**src/rtl/slatch_arb.sv**
```systemverilog
// slatch_arb: arbitrated shared latch.
//   N requesting channels compete to write a single W-bit register q.
//   At most one eligible channel (req high, ack low) is granted per clock
//   edge; the grant loads q, raises that channel's ack, records the
//   channel index in src and pulses upd for one cycle.  ack[i] is held
//   while req[i] stays high and cleared as soon as req[i] drops, so a
//   channel must release req before it can write again.
//   RR=0 selects fixed priority (channel 0 highest), RR=1 round-robin
//   starting after the most recent grantee.
//
// Ports:
//   clk    rising-edge clock
//   res_n  asynchronous active-low reset
//   req    [N-1:0]    per-channel write request
//   d      [N*W-1:0]  per-channel write data, channel i at [i*W +: W]
//   ack    [N-1:0]    per-channel acknowledge (registered)
//   q      [W-1:0]    latched value (registered)
//   upd    1-cycle pulse following any edge that wrote q
//   src    [SW-1:0]   index of the most recent writer (registered)
module slatch_arb #(
  parameter int unsigned    N    = 3,
  parameter int unsigned    W    = 1,
  parameter int unsigned    RR   = 0,
  parameter logic [W-1:0]   INIT = '0,
  localparam int unsigned   SW   = (N > 1) ? $clog2(N) : 1
) (
  input  logic             clk,
  input  logic             res_n,
  input  logic [N-1:0]     req,
  input  logic [N*W-1:0]   d,
  output logic [N-1:0]     ack,
  output logic [W-1:0]     q,
  output logic             upd,
  output logic [SW-1:0]    src
);

  logic [N-1:0]  elig;
  logic [N-1:0]  gnt;
  logic          found;
  logic [SW-1:0] gidx;
  logic [SW-1:0] last;
  int unsigned   cand;

  // Search order starts at last+1 for round-robin, at 0 for fixed
  // priority; the first eligible channel in that order wins.
  always_comb begin
    elig  = req & ~ack;
    found = 1'b0;
    gidx  = '0;
    cand  = 0;
    for (int unsigned k = 0; k < N; k++) begin
      if (RR != 0) begin
        cand = (32'(last) + 1 + k) % N;
      end else begin
        cand = k;
      end
      if (!found && elig[SW'(cand)]) begin
        found = 1'b1;
        gidx  = SW'(cand);
      end
    end
    gnt = found ? (N'(1) << gidx) : '0;
  end

  always_ff @(posedge clk or negedge res_n) begin
    if (!res_n) begin
      q    <= INIT;
      ack  <= '0;
      upd  <= 1'b0;
      src  <= '0;
      last <= SW'(N - 1);
    end else begin
      // Dropped requests clear their ack; the grantee (ack was low) sets its own.
      ack <= (ack & req) | gnt;
      upd <= found;
      if (found) begin
        q    <= d[32'(gidx) * W +: W];
        src  <= gidx;
        last <= gidx;
      end
    end
  end

endmodule

```
**config.mk**
```make
export PLATFORM = sky130hd
export DESIGN_NAME = slatch_arb
export DESIGN_NICKNAME = d
export VERILOG_FILES = /design/src/rtl/slatch_arb.sv
export SDC_FILE = /design/constraint.sdc
export NUM_CORES = 1
export LEC_CHECK = 0
export ABC_AREA = 0
export CORE_AREA = 2 2 39 41
export DETAILED_ROUTE_END_ITERATION = 6
export DIE_AREA = 0 0 41 43
export PLACE_DENSITY = 0.54
export SLEW_MARGIN = 20
export SYNTH_ARGS = -nofsm -noshare
export SYNTH_HDL_FRONTEND = slang
export SYNTH_SLANG_ARGS = --single-unit
```
**constraint.sdc**
```tcl
create_clock -name clk -period 2.2 [get_ports clk]
set_clock_uncertainty 0.15 [all_clocks]
set_input_delay 0.44 -clock clk [delete_from_list [all_inputs] [get_ports clk]]
set_output_delay 0.44 -clock clk [all_outputs]
set_load 0.1 [all_outputs]
```
# After elaboration in Yosys (flattened, before gate mapping)
# Cells that the tools add are included.
[word_totals]
ff_bits = 7
latch_bits = 0
ramBits = 0
rom_bits = 0
out_inout_bits = 7
n_memories = 0
[classes]
addsub = 0
mul = 0
n_div = 0
magnitude_cmp = 0
eq_ne = 0
shifts = 2
n_mux = 6
bitwise_logic = 4
n_reduce_logical = 4
[op_table]
columns = ["cell", "n"]
rows = [
  ["3-bit AND", 2],
  ["1-bit two-way mux", 4],
  ["3-bit two-way mux", 1],
  ["3-bit inverter", 1],
  ["3-bit bitwise OR", 1],
  ["3-bit by 3-bit indexed part select with 1-bit output", 1],
  ["1-bit by 2-bit left shift with 3-bit output (first input constant)", 1],
  ["1-bit logical AND", 2],
  ["1-bit zero test", 2],
  ["2-bit two-way mux", 1],
]

# Depth between registers and ports, before layout
# Gate-level depths: netlist of the first run.
[depth]
word_depth = 12
mapped_depth = 3
mapped_depth_nobuf = 3

# Least setup slack after synthesis of the first run
# No wires, ideal clock.
[synth_path]
kind = "register to register"
start = "reg ack[0]"
end = "reg q"
setup_time_ns = 0.128
t_arrival_ns = 1.504
setup_slack_ns = 0.417
stages_incl_launch_ff = 4
synth_period_minus_slack_ns = 1.783
path_cell_list = "dfrtp_1 -> and2b_2 -> nor3_2 -> o31ai_1"
[synth_via]
elab_chain_len = 10
elab_cells_between_ends = 12
cone_classes = "1 x shift; 5 x mux; 2 x bitwise; 4 x reduce/logical"
[synth_lines]
columns = ["item", "line_no", "source"]
rows = [
  ["from (decl)", "31", "output logic [N-1:0] ack,"],
  ["from (signal assigned)", "74", "ack <= (ack & req) | gnt;"],
  ["3-bit inverter *", "47", "elig = req & ~ack;"],
  ["3-bit AND *", "47", ""],
  ["1-bit two-way mux *", "57", "if (!found && elig[SW'(cand)]) begin"],
  ["1-bit zero test", "57", ""],
  ["1-bit logical AND", "57", ""],
  ["1-bit two-way mux", "57", ""],
  ["1-bit zero test", "57", ""],
  ["1-bit logical AND", "57", ""],
  ["2-bit two-way mux", "57", ""],
  ["3-bit by 3-bit indexed part select with 1-bit output", "77", "q <= d[32'(gidx) * W +: W];"],
  ["to (signal assigned)", "77", ""],
  ["to (decl)", "32", "output logic [W-1:0] q,"],
]
# Every way passes the cells marked *; elsewhere a longest branch is shown, timed or not.
# A chain may end at the register's enable or synchronous reset.

# Worst setup path after layout of the first run
[layout_path]
start = "reg ack[1]"
end = "out ack[1]"
# No word-level cell between the ends.

==> flow_summary.ini, run 1 <==
[status]
status = completed

[critical_path]
worstPathRequired_ns = 1.61
slowest_stage = dfrtp_1
crit_path_end_kind = primary output
arrival_ns = 0.95
path_delay_family = flip-flops
crit_buf_inv = 1
cpPeakStageDelay_ns = 0.39
startpoint_type = flop
crit_type = reg2out
cp_cell_sequence = buf_4
path_max_fanout = 5

[cts]
clk_pin_slew_worst_paths_ns = 0.06
numClockSinks = 7
cts.repair.resized = 0
worst_skew_pair.late_latency_ns = 0.25
clockRootBuffer = clkbuf_4
cts_setup_buffers = 0
cts_tree = done
cts_buffers = 3
hold_buffers = 0
clk_path_buf_depth = 2
h-tree-depth = 1

[timing]
finalCritPeriodShare_pct = 70.0
rsz0062_at_grt = no
worstMarginPinSlew_ns = 0.335
fmax_mhz = 649
setup_viol = 0
slew_headroom_pct = 77.6
timing.final.hold_violations = 0
finalSetupTns_ns = 0
slew_viol_final = 0
period_needed_ns = 1.54

[run]
maxCapViolations = 0

[cells_and_area]
fin_nets = 53
diodes = 0
instances_no_fill = 60
layout_common_cells = dfrtp_1 (7), clkdlybuf4s50_1 (7), buf_4 (7)
final_layout_size_suffix_gt1_share_pct = 29.5
syn2layout_area_growth_pct = 54.1

[placement]
numPortBuffers = 14
place_inst = 56
place_congestion = 0.683

[global_route]
grt_pass1_vias = 273
grt_max_degree = 8
antenna_found_initial = 0
grt_overflow = 0
grt_pass1_wl_um = 1070
grt_usage_pct = 9.70

[detailed_routing]
final_antenna_net_count = 0
num_vias = 253
wl_per_cell_um = 10.5
via_per_inst = 4.22
remaining_drc_errors = 0
drt_iter0_markers = 3
wl_um = 627
drt-pass1-iter-count = 4

[logic_synthesis]
syn_area_um2 = 305
ys_seq_area_share_pct = 57.4
avgSynthCellArea_um2 = 11.3
synthTopCellsByArea = dfrtp_1 (57%), o21a_1 (7.4%), nand2b_1 (6.1%)
synth_cell_types = 14
yosys_register_bits = 7
synth_top_cell_by_area = dfrtp_1
netlist_instances = 27
syn_nets = 35
yosysTopAreaCellShare_pct = 57.4
yosysWarnings = 0

[die]
dieArea_mm2 = 0.00176
chipHeight_um = 43
rows = 14
start_util_pct = 22.1
ios = 15
core_mm2 = 0.00138
chipWidth_um = 41

[min_path]
holdCritPathClass = in2async

[power]
peakVddDrop_mv = 0.227
powerDensity_mw_per_mm2 = 897
cellLeakagePower_nw = 0.215
## logic make-up after synthesis
logic type             synth area share, %
and+or+nand+nor                       26.2
buffers and inverters                 2.46
AOI/OAI and AO/OA                     13.9
DFF                                   57.4
## worst paths after layout
| path | start | endpoint | slack, ns | cells past startpoint |
|---|---|---|---|---|
| min reg2reg | src[1]$_DFFE_PN0P_ | src[1]$_DFFE_PN0P_ | 0.36 | 1 |
| min | res_n | upd$_DFF_PN0_ | 0.30 | 1 |
| max in group asynchronous | res_n | src[1]$_DFFE_PN0P_ | 1.35 | 1 |
| min in group clk | src[1]$_DFFE_PN0P_ | src[1]$_DFFE_PN0P_ | 0.36 | 1 |
| max | ack[1]$_DFF_PN0_ | ack[1] | 0.66 | 1 |
| max reg2reg | ack[0]$_DFF_PN0_ | q$_DFFE_PN0P_ | 1.00 | 3 |
## cell usage after synthesis (all sizes together)
library cell,n
a211oi,1
a21oi,1
and2b,3
and3b,1
clkbuf,1
dfrtp,7
inv,1
nand2b,3
nand4,1
nor2,3
nor3,1
o21a,3
o31ai,1
## power by group
part           switching [mW]  leakage [nW]  internal [mW]
combinational           0.116         0.116         0.0402
clock                  0.0479        0.0150         0.0693
sequential            0.00731        0.0842          0.141
total                   0.171         0.215          0.251
## cell type report
class	count	area, um^2
multi-input combinational	18	123
fill	145	913
clock buffer	4	26.3
sequential	7	175
inverter	1	3.75
timing repair buffer	14	123
tap	16	20.0
## registers in the layout, summed over array words and instances, names as in the netlist
| name | cells |
|---|---|
| ack | 3 |
| q | 1 |
| src | 2 |
| upd | 1 |
## per-layer routing
metal / GRT usage [%] / part of all wire, % / up-vias
met5: 0 / 0 / -
met2: 14.4 / 57 / 4
met1: 9.51 / 37 / 121
met4: 8.00 / 0 / 0
li1: - / - / 128
met3: 4.71 / 5.7 / 0
## metrics by stage
step,util [%],instance area (um^2),power (mW),hold WS [ns],worst slack (ns)
floorplan,-,305,0.266,-0.00559,0.417
global placement,32.1,444,0.307,0.330,0.502
detailed placement,32.1,444,0.309,0.348,0.477
CTS,34.0,470,0.430,0.312,0.656
global route,34.0,470,0.450,0.321,0.603
finish,34.0,470,0.422,0.304,0.660
No activity file was read; power rests on OpenSTA's default activity.
==> inputs of run 2 (changes only) <==
- PLACE_DENSITY: 0.54 -> 0.56
- clock period: 2.2 -> 1.36 ns (I/O delays scaled with it)
==> run 2 against run 1 <==
  * Non-clock buffer count up 4
  * Utilization up 10 points
  * Cell count up 6.7%
  * Worst setup slack worse by 0.65 ns
  * Critical path type unchanged
  * Highest routed layer is now met4
==> flow_summary.ini, run 2 (synthesis results as in run 1) <==
[status]
status = completed

[placement]
numPortBuffers = 14
pre_cts_ws_ns = -0.216
dp_hpwl_um = 556
place_congestion = 0.776

[detailed_routing]
final_antenna_net_count = 0
wl_um = 716
drt_iter0_markers = 7
remaining_drc_errors = 0
via_per_inst = 4.41
drt-pass1-iter-count = 4
num_vias = 282
wl_per_cell_um = 11.2

[cts]
clk_pin_slew_worst_paths_ns = 0.05
cts_tree = done
worst_skew_pair.late_latency_ns = 0.25
clk_path_buf_depth = 2
hold_buffers = 0
numClockSinks = 7
clockRootBuffer = clkbuf_4
h-tree-depth = 1
cts_buffers = 3

[timing]
period_needed_ns = 1.35
slew_headroom_pct = 77.8
worstMarginPinSlew_ns = 0.332
fmax_mhz = 741
timing.final.hold_violations = 0
rsz0062_at_grt = yes
whs_ns = 0.138
slew_viol_final = 0
fin_ws_ns = 0.0102
finalCritPeriodShare_pct = 99.2
setup_viol = 0

[cells_and_area]
reg_top3 = ack x3, src x2
seq_area_um2 = 186
diodes = 0
largest_reg_flops = 3
fin_nets = 57
regMostFlops = ack
final_layout_size_suffix_gt1_share_pct = 43.8
syn2layout_area_growth_pct = 100
multi_input_area_um2 = 134
final_util_pct = 44.1
layout_common_cells = clkdlybuf4s50_1 (7), buf_12 (7), buf_4 (4), dfrtp_1 (4)
nFillCells = 135

[critical_path]
crit_path_end_kind = primary output
path_max_fanout = 5
cpPeakStageDelay_ns = 0.50
worstPathRequired_ns = 0.94
crit_buf_inv = 1
cp_cell_sequence = buf_12
slowest_stage = dfrtp_4
startpoint_type = flop
crit_type = reg2out
reg2regPathDepth = 3
r2r_slack_ns = 0.02
worstSetupPathDepth = 1
path_delay_family = flip-flops
arrival_ns = 0.93

[global_route]
grt_pass1_vias = 285
grt_usage_pct = 9.93
antenna_found_initial = 0
grt_max_degree = 8
grt_pass1_wl_um = 1150
grt_overflow = 0

[die]
start_util_pct = 22.1
ios = 15
core_mm2 = 0.00138
dieArea_mm2 = 0.00176
rows = 14
chipWidth_um = 41
chipHeight_um = 43

[power]
peakVddDrop_mv = 0.447
power_mw = 0.765
cellLeakagePower_nw = 0.264
powerDensity_mw_per_mm2 = 1250

[run]
maxCapViolations = 0

[min_path]
holdCritPathClass = in2async
run 2: changes by cell type in the layout (fill, tap and decap cells not counted):
cell      before  now
a211oi_2       0    1
a211oi_1       1    0
dfrtp_4        0    3
buf_12         0    7
nor3_2         1    0
buf_4          7    4
nor3_4         0    1
dfrtp_1        7    4
run 2: what timing repair did:
item,4_1_cts,5_1_grt
hold endpoints to repair,0,0
setup endpoints to repair,0,3
gates resized for setup,0,2
setup buffers,0,1
run 2: layer usage:
layer	up-vias	routed length [um]	global-route usage (%)	part of all wire (%)
li1	134	-	-	-
met5	-	0	0	0
met3	4	74	4.19	10
met4	0	14	6.00	2.0
met2	17	360	14.7	50
met1	127	268	11.3	37
run 2: report_power, final:
group,switching (mW),internal (mW)
logic,0.194,0.127
registers,0.0235,0.233
clock network,0.0751,0.112
total,0.293,0.472
run 2: final timing paths:
| kind | startpoint | endpoint |
|---|---|---|
| min | res_n | src[0]$_DFFE_PN0P_ |
| max reg2reg | ack[0]$_DFF_PN0_ | q$_DFFE_PN0P_ |
| min in group clk | src[1]$_DFFE_PN0P_ | src[1]$_DFFE_PN0P_ |
| max | ack[1]$_DFF_PN0_ | ack[1] |
| max in group asynchronous | res_n | ack[0]$_DFF_PN0_ |
| min reg2reg | src[1]$_DFFE_PN0P_ | src[1]$_DFFE_PN0P_ |
run 2: per-stage QoR:
step | instance area, um^2 | cells | TNS [ns]
after floorplan | 317 | 27 | -0.0872
after global placement | 566 | 59 | -0.480
after detailed placement | 566 | 59 | -0.728
after CTS | 592 | 63 | 0
after global routing | 611 | 64 | -0.0742
final | 611 | 64 | 0
run 2: final cells by class:
cell class / instances / share of cell area (%)
repair buffers: 18 / 39.3
flip-flops and latches: 7 / 30.5
well taps: 16 / 3.28
clock buffers: 4 / 4.30
multi-input cells: 18 / 21.9
inverters: 1 / 0.615
